## config.mk

```make
export PLATFORM = sky130hd
export DESIGN_NAME = download_mem_arbiter_flat
export DESIGN_NICKNAME = d
export VERILOG_FILES = /design/src/rtl/download_mem_arbiter_pkg.sv /design/src/rtl/download_mem_arbiter_if.sv /design/src/rtl/download_mem_arbiter_sync_fifo.sv /design/src/rtl/download_mem_arbiter.sv /design/src/flat_wrapper.sv
export SDC_FILE = /design/constraint.sdc
export NUM_CORES = 1
export LEC_CHECK = 0
export ABC_AREA = 1
export BUFFER_PORTS_ARGS = -buffer_cell sky130_fd_sc_hd__buf_2
export CAP_MARGIN = 20
export CELL_PAD_IN_SITES_DETAIL_PLACEMENT = 2
export CELL_PAD_IN_SITES_GLOBAL_PLACEMENT = 2
export CORE_ASPECT_RATIO = 2
export CORE_UTILIZATION = 35
export DETAILED_ROUTE_END_ITERATION = 10
export PLACE_DENSITY_LB_ADDON = 0.1
export SYNTH_ARGS = -nofsm -noshare
export SYNTH_HDL_FRONTEND = slang
export SYNTH_SLANG_ARGS = --single-unit
export TNS_END_PERCENT = 100
```

## constraint.sdc

```tcl
create_clock -name clk -period 3.52 [get_ports clk]
set_input_delay 1.056 -clock clk [delete_from_list [all_inputs] [get_ports clk]]
set_output_delay 1.056 -clock clk [all_outputs]
set_load 0.03 [all_outputs]
```

## src/rtl/download_mem_arbiter_pkg.sv

```systemverilog
// rtl/download_mem_arbiter_pkg.sv - shared types and default sizing for the download/fetch memory arbiter
package download_mem_arbiter_pkg;

  localparam int DEFAULT_FIFO_DEPTH = 8;
  localparam int DEFAULT_HIGH_WATER = DEFAULT_FIFO_DEPTH - 2;
  localparam int DL_ADDR_WIDTH      = 26;

  typedef enum logic [1:0] {
    IDLE,
    WRITE,
    READ,
    WAIT_DATA
  } arb_state_t;

  typedef struct packed {
    logic [DL_ADDR_WIDTH-1:0] addr;
    logic [7:0]               data;
  } dl_entry_t;

endpackage

```

## src/rtl/download_mem_arbiter_if.sv

```systemverilog
// rtl/download_mem_arbiter_if.sv - download, fetch and memory port bundle; master is the arbiter side
interface download_mem_arbiter_if #(
  parameter int ADDR_WIDTH = 26
);
  logic                  dl_wr;
  logic [ADDR_WIDTH-1:0] dl_addr;
  logic [7:0]            dl_data;
  logic                  rd_req;
  logic [ADDR_WIDTH-1:0] rd_addr;
  logic                  rd_ack;
  logic                  rd_valid;
  logic [7:0]            rd_data;
  logic                  mem_req;
  logic                  mem_we;
  logic [ADDR_WIDTH-1:0] mem_addr;
  logic [7:0]            mem_wdata;
  logic                  mem_ready;
  logic                  mem_rvalid;
  logic [7:0]            mem_rdata;
  logic                  busy;
  logic                  overflow;
  logic [15:0]           stat_wr_count;
  logic [15:0]           stat_rd_count;

  modport master (
    input  dl_wr, dl_addr, dl_data, rd_req, rd_addr,
    input  mem_ready, mem_rvalid, mem_rdata,
    output rd_ack, rd_valid, rd_data,
    output mem_req, mem_we, mem_addr, mem_wdata,
    output busy, overflow, stat_wr_count, stat_rd_count
  );

  modport slave (
    output dl_wr, dl_addr, dl_data, rd_req, rd_addr,
    output mem_ready, mem_rvalid, mem_rdata,
    input  rd_ack, rd_valid, rd_data,
    input  mem_req, mem_we, mem_addr, mem_wdata,
    input  busy, overflow, stat_wr_count, stat_rd_count
  );
endinterface

```

## src/rtl/download_mem_arbiter_sync_fifo.sv

```systemverilog
// rtl/download_mem_arbiter_sync_fifo.sv - single-clock FIFO; a push is accepted when full only if a pop happens in the same cycle
module sync_fifo #(
  parameter int WIDTH = 8,
  parameter int DEPTH = 8
) (
  input  logic                     clk,
  input  logic                     reset,
  input  logic                     push,
  input  logic                     pop,
  input  logic [WIDTH-1:0]         din,
  output logic [WIDTH-1:0]         head,
  output logic                     full,
  output logic                     empty,
  output logic [$clog2(DEPTH):0]   level
);
  localparam int AW = $clog2(DEPTH);

  logic [WIDTH-1:0] mem [DEPTH];
  logic [AW-1:0]    wptr;
  logic [AW-1:0]    rptr;
  logic [AW:0]      count;
  logic             do_push;
  logic             do_pop;

  assign empty   = (count == '0);
  assign full    = (count == (AW+1)'(DEPTH));
  assign do_pop  = pop && !empty;
  assign do_push = push && (!full || do_pop);
  assign head    = mem[rptr];
  assign level   = count;

  always_ff @(posedge clk) begin
    if (do_push) mem[wptr] <= din;
  end

  always_ff @(posedge clk) begin
    if (reset) begin
      wptr  <= '0;
      rptr  <= '0;
      count <= '0;
    end else begin
      if (do_push) wptr <= wptr + 1'b1;
      if (do_pop)  rptr <= rptr + 1'b1;
      case ({do_push, do_pop})
        2'b10:   count <= count + 1'b1;
        2'b01:   count <= count - 1'b1;
        default: ;
      endcase
    end
  end
endmodule

```

## src/rtl/download_mem_arbiter.sv

```systemverilog
// rtl/download_mem_arbiter.sv - arbitrates the 8-bit memory port between buffered download writes and fetch reads
// ARB_STATS_EN: when defined, builds saturating accepted-write/accepted-read counters.
module download_mem_arbiter
  import download_mem_arbiter_pkg::*;
#(
  parameter int FIFO_DEPTH = DEFAULT_FIFO_DEPTH,
  parameter int ADDR_WIDTH = DL_ADDR_WIDTH,
  parameter int HIGH_WATER = FIFO_DEPTH - 2
) (
  input  logic                    clk,
  input  logic                    reset,
  download_mem_arbiter_if.master  bus
);
  localparam int LW = $clog2(FIFO_DEPTH) + 1;

  arb_state_t            state, state_next;
  dl_entry_t             push_entry, head_entry;
  logic                  fifo_full, fifo_empty, fifo_pop;
  logic [LW-1:0]         fifo_level;
  logic                  load_write, load_read, rd_ack_c;
  logic                  mem_req_q, mem_we_q, rd_valid_q, overflow_q;
  logic [ADDR_WIDTH-1:0] mem_addr_q;
  logic [7:0]            mem_wdata_q, rd_data_q;

  assign push_entry.addr = DL_ADDR_WIDTH'(bus.dl_addr);
  assign push_entry.data = bus.dl_data;

  sync_fifo #(
    .WIDTH ($bits(dl_entry_t)),
    .DEPTH (FIFO_DEPTH)
  ) u_fifo (
    .clk   (clk),
    .reset (reset),
    .push  (bus.dl_wr),
    .pop   (fifo_pop),
    .din   (push_entry),
    .head  (head_entry),
    .full  (fifo_full),
    .empty (fifo_empty),
    .level (fifo_level)
  );

  always_comb begin
    state_next = state;
    load_write = 1'b0;
    load_read  = 1'b0;
    fifo_pop   = 1'b0;
    rd_ack_c   = 1'b0;
    case (state)
      IDLE: begin
        if (fifo_level >= LW'(HIGH_WATER)) begin
          state_next = WRITE;
          load_write = 1'b1;
        end else if (bus.rd_req) begin
          state_next = READ;
          load_read  = 1'b1;
        end else if (!fifo_empty) begin
          state_next = WRITE;
          load_write = 1'b1;
        end
      end
      WRITE: begin
        if (bus.mem_ready) begin
          fifo_pop   = 1'b1;
          state_next = IDLE;
        end
      end
      READ: begin
        if (bus.mem_ready) begin
          rd_ack_c   = 1'b1;
          state_next = WAIT_DATA;
        end
      end
      WAIT_DATA: begin
        if (bus.mem_rvalid) state_next = IDLE;
      end
      default: state_next = IDLE;
    endcase
  end

  // Memory outputs are loaded at the IDLE decision and held until the accept cycle.
  always_ff @(posedge clk) begin
    if (reset) begin
      state       <= IDLE;
      mem_req_q   <= 1'b0;
      mem_we_q    <= 1'b0;
      mem_addr_q  <= '0;
      mem_wdata_q <= '0;
      rd_valid_q  <= 1'b0;
      rd_data_q   <= '0;
      overflow_q  <= 1'b0;
    end else begin
      state <= state_next;
      if (load_write) begin
        mem_req_q   <= 1'b1;
        mem_we_q    <= 1'b1;
        mem_addr_q  <= ADDR_WIDTH'(head_entry.addr);
        mem_wdata_q <= head_entry.data;
      end else if (load_read) begin
        mem_req_q  <= 1'b1;
        mem_we_q   <= 1'b0;
        mem_addr_q <= bus.rd_addr;
      end else if ((state == WRITE || state == READ) && bus.mem_ready) begin
        mem_req_q <= 1'b0;
      end
      rd_valid_q <= (state == WAIT_DATA) && bus.mem_rvalid;
      if ((state == WAIT_DATA) && bus.mem_rvalid) rd_data_q <= bus.mem_rdata;
      if (bus.dl_wr && fifo_full && !fifo_pop) overflow_q <= 1'b1;
    end
  end

  assign bus.mem_req   = mem_req_q;
  assign bus.mem_we    = mem_we_q;
  assign bus.mem_addr  = mem_addr_q;
  assign bus.mem_wdata = mem_wdata_q;
  assign bus.rd_ack    = rd_ack_c;
  assign bus.rd_valid  = rd_valid_q;
  assign bus.rd_data   = rd_data_q;
  assign bus.overflow  = overflow_q;
  assign bus.busy      = !fifo_empty || (state != IDLE);

`ifdef ARB_STATS_EN
  logic [15:0] wr_count, rd_count;

  always_ff @(posedge clk) begin
    if (reset) begin
      wr_count <= '0;
      rd_count <= '0;
    end else if (mem_req_q && bus.mem_ready) begin
      if (mem_we_q && wr_count != 16'hFFFF)  wr_count <= wr_count + 1'b1;
      if (!mem_we_q && rd_count != 16'hFFFF) rd_count <= rd_count + 1'b1;
    end
  end

  assign bus.stat_wr_count = wr_count;
  assign bus.stat_rd_count = rd_count;
`else
  assign bus.stat_wr_count = 16'h0000;
  assign bus.stat_rd_count = 16'h0000;
`endif
endmodule
```

## src/flat_wrapper.sv

```systemverilog
// flat-port wrapper written by rule: the top's interface ports become plain ports
module download_mem_arbiter_flat import download_mem_arbiter_pkg::*;
#(
  parameter int FIFO_DEPTH = DEFAULT_FIFO_DEPTH,
  parameter int ADDR_WIDTH = DL_ADDR_WIDTH,
  parameter int HIGH_WATER = FIFO_DEPTH - 2
)
  (clk, reset, bus_dl_wr, bus_dl_addr, bus_dl_data, bus_rd_req, bus_rd_addr, bus_mem_ready, bus_mem_rvalid, bus_mem_rdata, bus_rd_ack, bus_rd_valid, bus_rd_data, bus_mem_req, bus_mem_we, bus_mem_addr, bus_mem_wdata, bus_busy, bus_overflow, bus_stat_wr_count, bus_stat_rd_count);
  download_mem_arbiter_if #(.ADDR_WIDTH(ADDR_WIDTH)) bus_i ();
  input  logic clk;
  input  logic reset;
  input wire logic [$bits(bus_i.dl_wr)-1:0] bus_dl_wr;
  input wire logic [$bits(bus_i.dl_addr)-1:0] bus_dl_addr;
  input wire logic [$bits(bus_i.dl_data)-1:0] bus_dl_data;
  input wire logic [$bits(bus_i.rd_req)-1:0] bus_rd_req;
  input wire logic [$bits(bus_i.rd_addr)-1:0] bus_rd_addr;
  input wire logic [$bits(bus_i.mem_ready)-1:0] bus_mem_ready;
  input wire logic [$bits(bus_i.mem_rvalid)-1:0] bus_mem_rvalid;
  input wire logic [$bits(bus_i.mem_rdata)-1:0] bus_mem_rdata;
  output wire logic [$bits(bus_i.rd_ack)-1:0] bus_rd_ack;
  output wire logic [$bits(bus_i.rd_valid)-1:0] bus_rd_valid;
  output wire logic [$bits(bus_i.rd_data)-1:0] bus_rd_data;
  output wire logic [$bits(bus_i.mem_req)-1:0] bus_mem_req;
  output wire logic [$bits(bus_i.mem_we)-1:0] bus_mem_we;
  output wire logic [$bits(bus_i.mem_addr)-1:0] bus_mem_addr;
  output wire logic [$bits(bus_i.mem_wdata)-1:0] bus_mem_wdata;
  output wire logic [$bits(bus_i.busy)-1:0] bus_busy;
  output wire logic [$bits(bus_i.overflow)-1:0] bus_overflow;
  output wire logic [$bits(bus_i.stat_wr_count)-1:0] bus_stat_wr_count;
  output wire logic [$bits(bus_i.stat_rd_count)-1:0] bus_stat_rd_count;
  assign bus_i.dl_wr = bus_dl_wr;
  assign bus_i.dl_addr = bus_dl_addr;
  assign bus_i.dl_data = bus_dl_data;
  assign bus_i.rd_req = bus_rd_req;
  assign bus_i.rd_addr = bus_rd_addr;
  assign bus_i.mem_ready = bus_mem_ready;
  assign bus_i.mem_rvalid = bus_mem_rvalid;
  assign bus_i.mem_rdata = bus_mem_rdata;
  assign bus_rd_ack = bus_i.rd_ack;
  assign bus_rd_valid = bus_i.rd_valid;
  assign bus_rd_data = bus_i.rd_data;
  assign bus_mem_req = bus_i.mem_req;
  assign bus_mem_we = bus_i.mem_we;
  assign bus_mem_addr = bus_i.mem_addr;
  assign bus_mem_wdata = bus_i.mem_wdata;
  assign bus_busy = bus_i.busy;
  assign bus_overflow = bus_i.overflow;
  assign bus_stat_wr_count = bus_i.stat_wr_count;
  assign bus_stat_rd_count = bus_i.stat_rd_count;
  download_mem_arbiter #(.FIFO_DEPTH(FIFO_DEPTH), .ADDR_WIDTH(ADDR_WIDTH), .HIGH_WATER(HIGH_WATER)) u_core (.clk(clk), .reset(reset), .bus(bus_i));
endmodule
```

==> out/results.tsv <==
metric	value	unit
status	finished, final reports clean	
gp_congestion	0.7496	
crit_fanout	6	
finalSetupViolCount	0	
worstSetupPathType	reg2out	
vias	9340	
drtIter0Drc	419	
dr.pass1.iters	4	
ios	154	
via_per_inst	5.212	
p_total	9984	uW
syn_inst	1193	
antenna_found_initial	1	
dp_hpwl	25.82	mm
cts_tree	yes	
cp_num_buf_inv	2	
clk_path_buf_depth	3	
maxCapViolCount	0	
clkSlewWorstSetupHoldPaths	0.07	ns
area_delta_synth_final	15.71	%
endpoint_kind	primary output	
crit_arrival	1.68	ns
die_area	39210	sq um
timing.hold.ws	0.4683	ns
row_count	101	
cts_max_level	1	
async_flop_share	0	
skew	0.01318	ns
core	37910	sq um
grt_pass1_wl	61.93	mm
wire_per_inst	22.51	microns
p_per_area	642.3	nW/um^2
syn_area	13430	sq um
worstPathRequired	2.46	ns
grt_overflow_total	0	
drv_slew	0	
num-nets-final	1387	
synthFlopType	edfxtp_1	
drt-total-wl	40.33	mm
cts_resized	0	
synth_seq_cells	333	
fin_crit_sh	0.7781	
hold_buffers	0	
setup-tns-final	0	ns
port_buffers	121	
ant_nets	0	
instances_no_fill	1792	
cts_setup_buffers	0	
grt_usage	0.2117	
max_stage_delay	0.37	ns
synth_warnings	0	
synth-edff-count	272	
grt_max_degree	74	
num_antenna_cells	0	
crit_slowest_cell	dfxtp_1	
grt_pass1_vias	10560	
clk_latency	0.58	ns
ir_drop	350.5	uV
drive_gt1_frac	0.1625	
fp.dieH	279.1	microns
tightest_slew	0.9064	ns
critPathTopFamily	simple AND/OR/NAND/NOR gates	
synth_cell_types	29	
root_buffer	clkbuf_16	
cts_buffers	30	
dp.cells	1736	
drc	0	
slew_headroom	0.3957	
avgSynthCellArea	11.26	sq um
register_area	9395	sq um
finalHoldViolations	0	
min_period	2.739	ns
startpoint_type	register	
timing.fmax	365.1	MHz
crit_chain	nor2_2 -> nand2_2 -> inv_1 -> nand2_1 -> buf_2	
cts_num_sinks	333	
fp.dieW	140.5	microns
fill_cells	3980	
synth_seq_area_share	0.6990	
rsz0062_at_grt	false	
p_leak	0.005665	uW
initial_core_util	0.3543	
hp-class	reg2reg	
multiInputGateArea	3563	sq um
[per-layer routing]
metal / vias to the layer above / GRT usage / wire, microns
met5: - / 0 / 13
met4: 2 / 0.07135 / 1168
met3: 63 / 0.02521 / 1110
met2: 161 / 0.4300 / 23220
met1: 4775 / 0.2178 / 14810
li1: 4339 / - / -
[tightest hold or removal path, delay by kind of cell (launching register included)]
kind | cells | cell delay [ns]
AOI/OAI and AO/OA | 1 | 0.06
and+or+nand+nor | 1 | 0.06
DFF | 1 | 0.31
[cells in the mapped netlist, types with 8 or more instances]
library cell / count / share of area
nor2_1: 309 / 0.086
edfxtp_1: 272 / 0.61
o21ai_0: 190 / 0.071
nand3_1: 110 / 0.041
dfxtp_1: 61 / 0.091
a21oi_1: 46 / 0.017
buf_4: 41 / 0.023
nand2_1: 41 / 0.011
clkbuf_1: 30 / 0.0084
inv_1: 21 / 0.0059
buf_2: 20 / 0.0075
o21ai_1: 14 / 0.0052
ha_1: 8 / 0.0075
[cells by family (layout without fill, tap and decap cells)]
family | count (synthesis) | in the layout | synth area share
simple gates | 476 | 476 | 0.1501
flops | 333 | 333 | 0.6990
compound gates | 252 | 252 | 0.09426
buf+inv | 123 | 228 | 0.04890
fa+ha+maj | 8 | 8 | 0.007452
other cells | 1 | 32 | 0.0002792
[state kept, by name, summed over array words and instances, names as in the netlist, named ones only]
name / flops
u_core.bus.rd_data: 8
u_core.bus.mem_req: 1
u_core.bus.mem_wdata: 8
u_core.bus.mem_we: 1
u_core.u_fifo.rptr: 3
u_core.bus.rd_valid: 1
u_core.state: 2
u_core.bus.mem_addr: 26
u_core.u_fifo.wptr: 3
u_core.u_fifo.level: 4
u_core.u_fifo.mem: 272
u_core.bus.overflow: 1
[cells in the final DEF (no fill, tap or decap), drive strengths merged, types with 4 or more instances in the layout]
| cell type | synthesis | layout |
|---|---|---|
| clkinvlp | 0 | 4 |
| nand4 | 4 | 4 |
| clkinv | 1 | 15 |
| edfxtp | 272 | 272 |
| dfxtp | 61 | 61 |
| inv | 24 | 23 |
| o21ai | 204 | 204 |
| bufinv | 0 | 4 |
| nor2 | 314 | 314 |
| ha | 8 | 8 |
| nand2 | 45 | 45 |
| a21oi | 46 | 46 |
| clkbuf | 31 | 35 |
| conb | 1 | 32 |
| nand3 | 110 | 110 |
| buf | 67 | 147 |
[final cells by class]
| class | count | area share |
|---|---|---|
| clock buffers | 35 | 0.05087 |
| clock inverters | 21 | 0.01328 |
| inverters | 25 | 0.006118 |
| multi-input cells | 768 | 0.2293 |
| well taps | 463 | 0.03727 |
| flip-flops and latches | 333 | 0.6044 |
| repair buffers | 147 | 0.05876 |
[path summary, 6_finish.rpt]
| check | startpoint | to | slack, ns | depth (start not counted) |
|---|---|---|---|---|
| worst max-delay path | u_core.u_fifo.level[1]$_SDFFE_PP0P_ | bus_busy | 0.78 | 5 |
| worst min-delay path | u_core.bus.mem_wdata[0]$_SDFFE_PP0P_ | u_core.bus.mem_wdata[0]$_SDFFE_PP0P_ | 0.47 | 2 |
| worst max register to register | u_core.state[1]$_SDFFE_PP0P_ | u_core.u_fifo.mem[6][3]$_DFFE_PP_ | 1.04 | 8 |
| worst min register to register | u_core.bus.mem_wdata[0]$_SDFFE_PP0P_ | u_core.bus.mem_wdata[0]$_SDFFE_PP0P_ | 0.47 | 2 |
[power breakdown]
group | internal (uW) | switching (uW) | total, uW
clock | 1900 | 1500 | 3400
sequential | 4520 | 142 | 4660
combinational | 510 | 1420 | 1930
total | 6920 | 3060 | 9980
[through the flow]
| stage | area, sq um | worst slack [ns] | util |
|---|---|---|---|
| floorplan | 13550 | 0.02517 | - |
| global placement | 14550 | 0.5537 | 0.3837 |
| detailed placement | 14550 | 0.4916 | 0.3837 |
| CTS | 15540 | 0.7334 | 0.4100 |
| global route | 15540 | 0.6702 | 0.4100 |
| finish | 15540 | 0.7811 | 0.4100 |
Note: power is estimated with default switching activity, not from simulation.
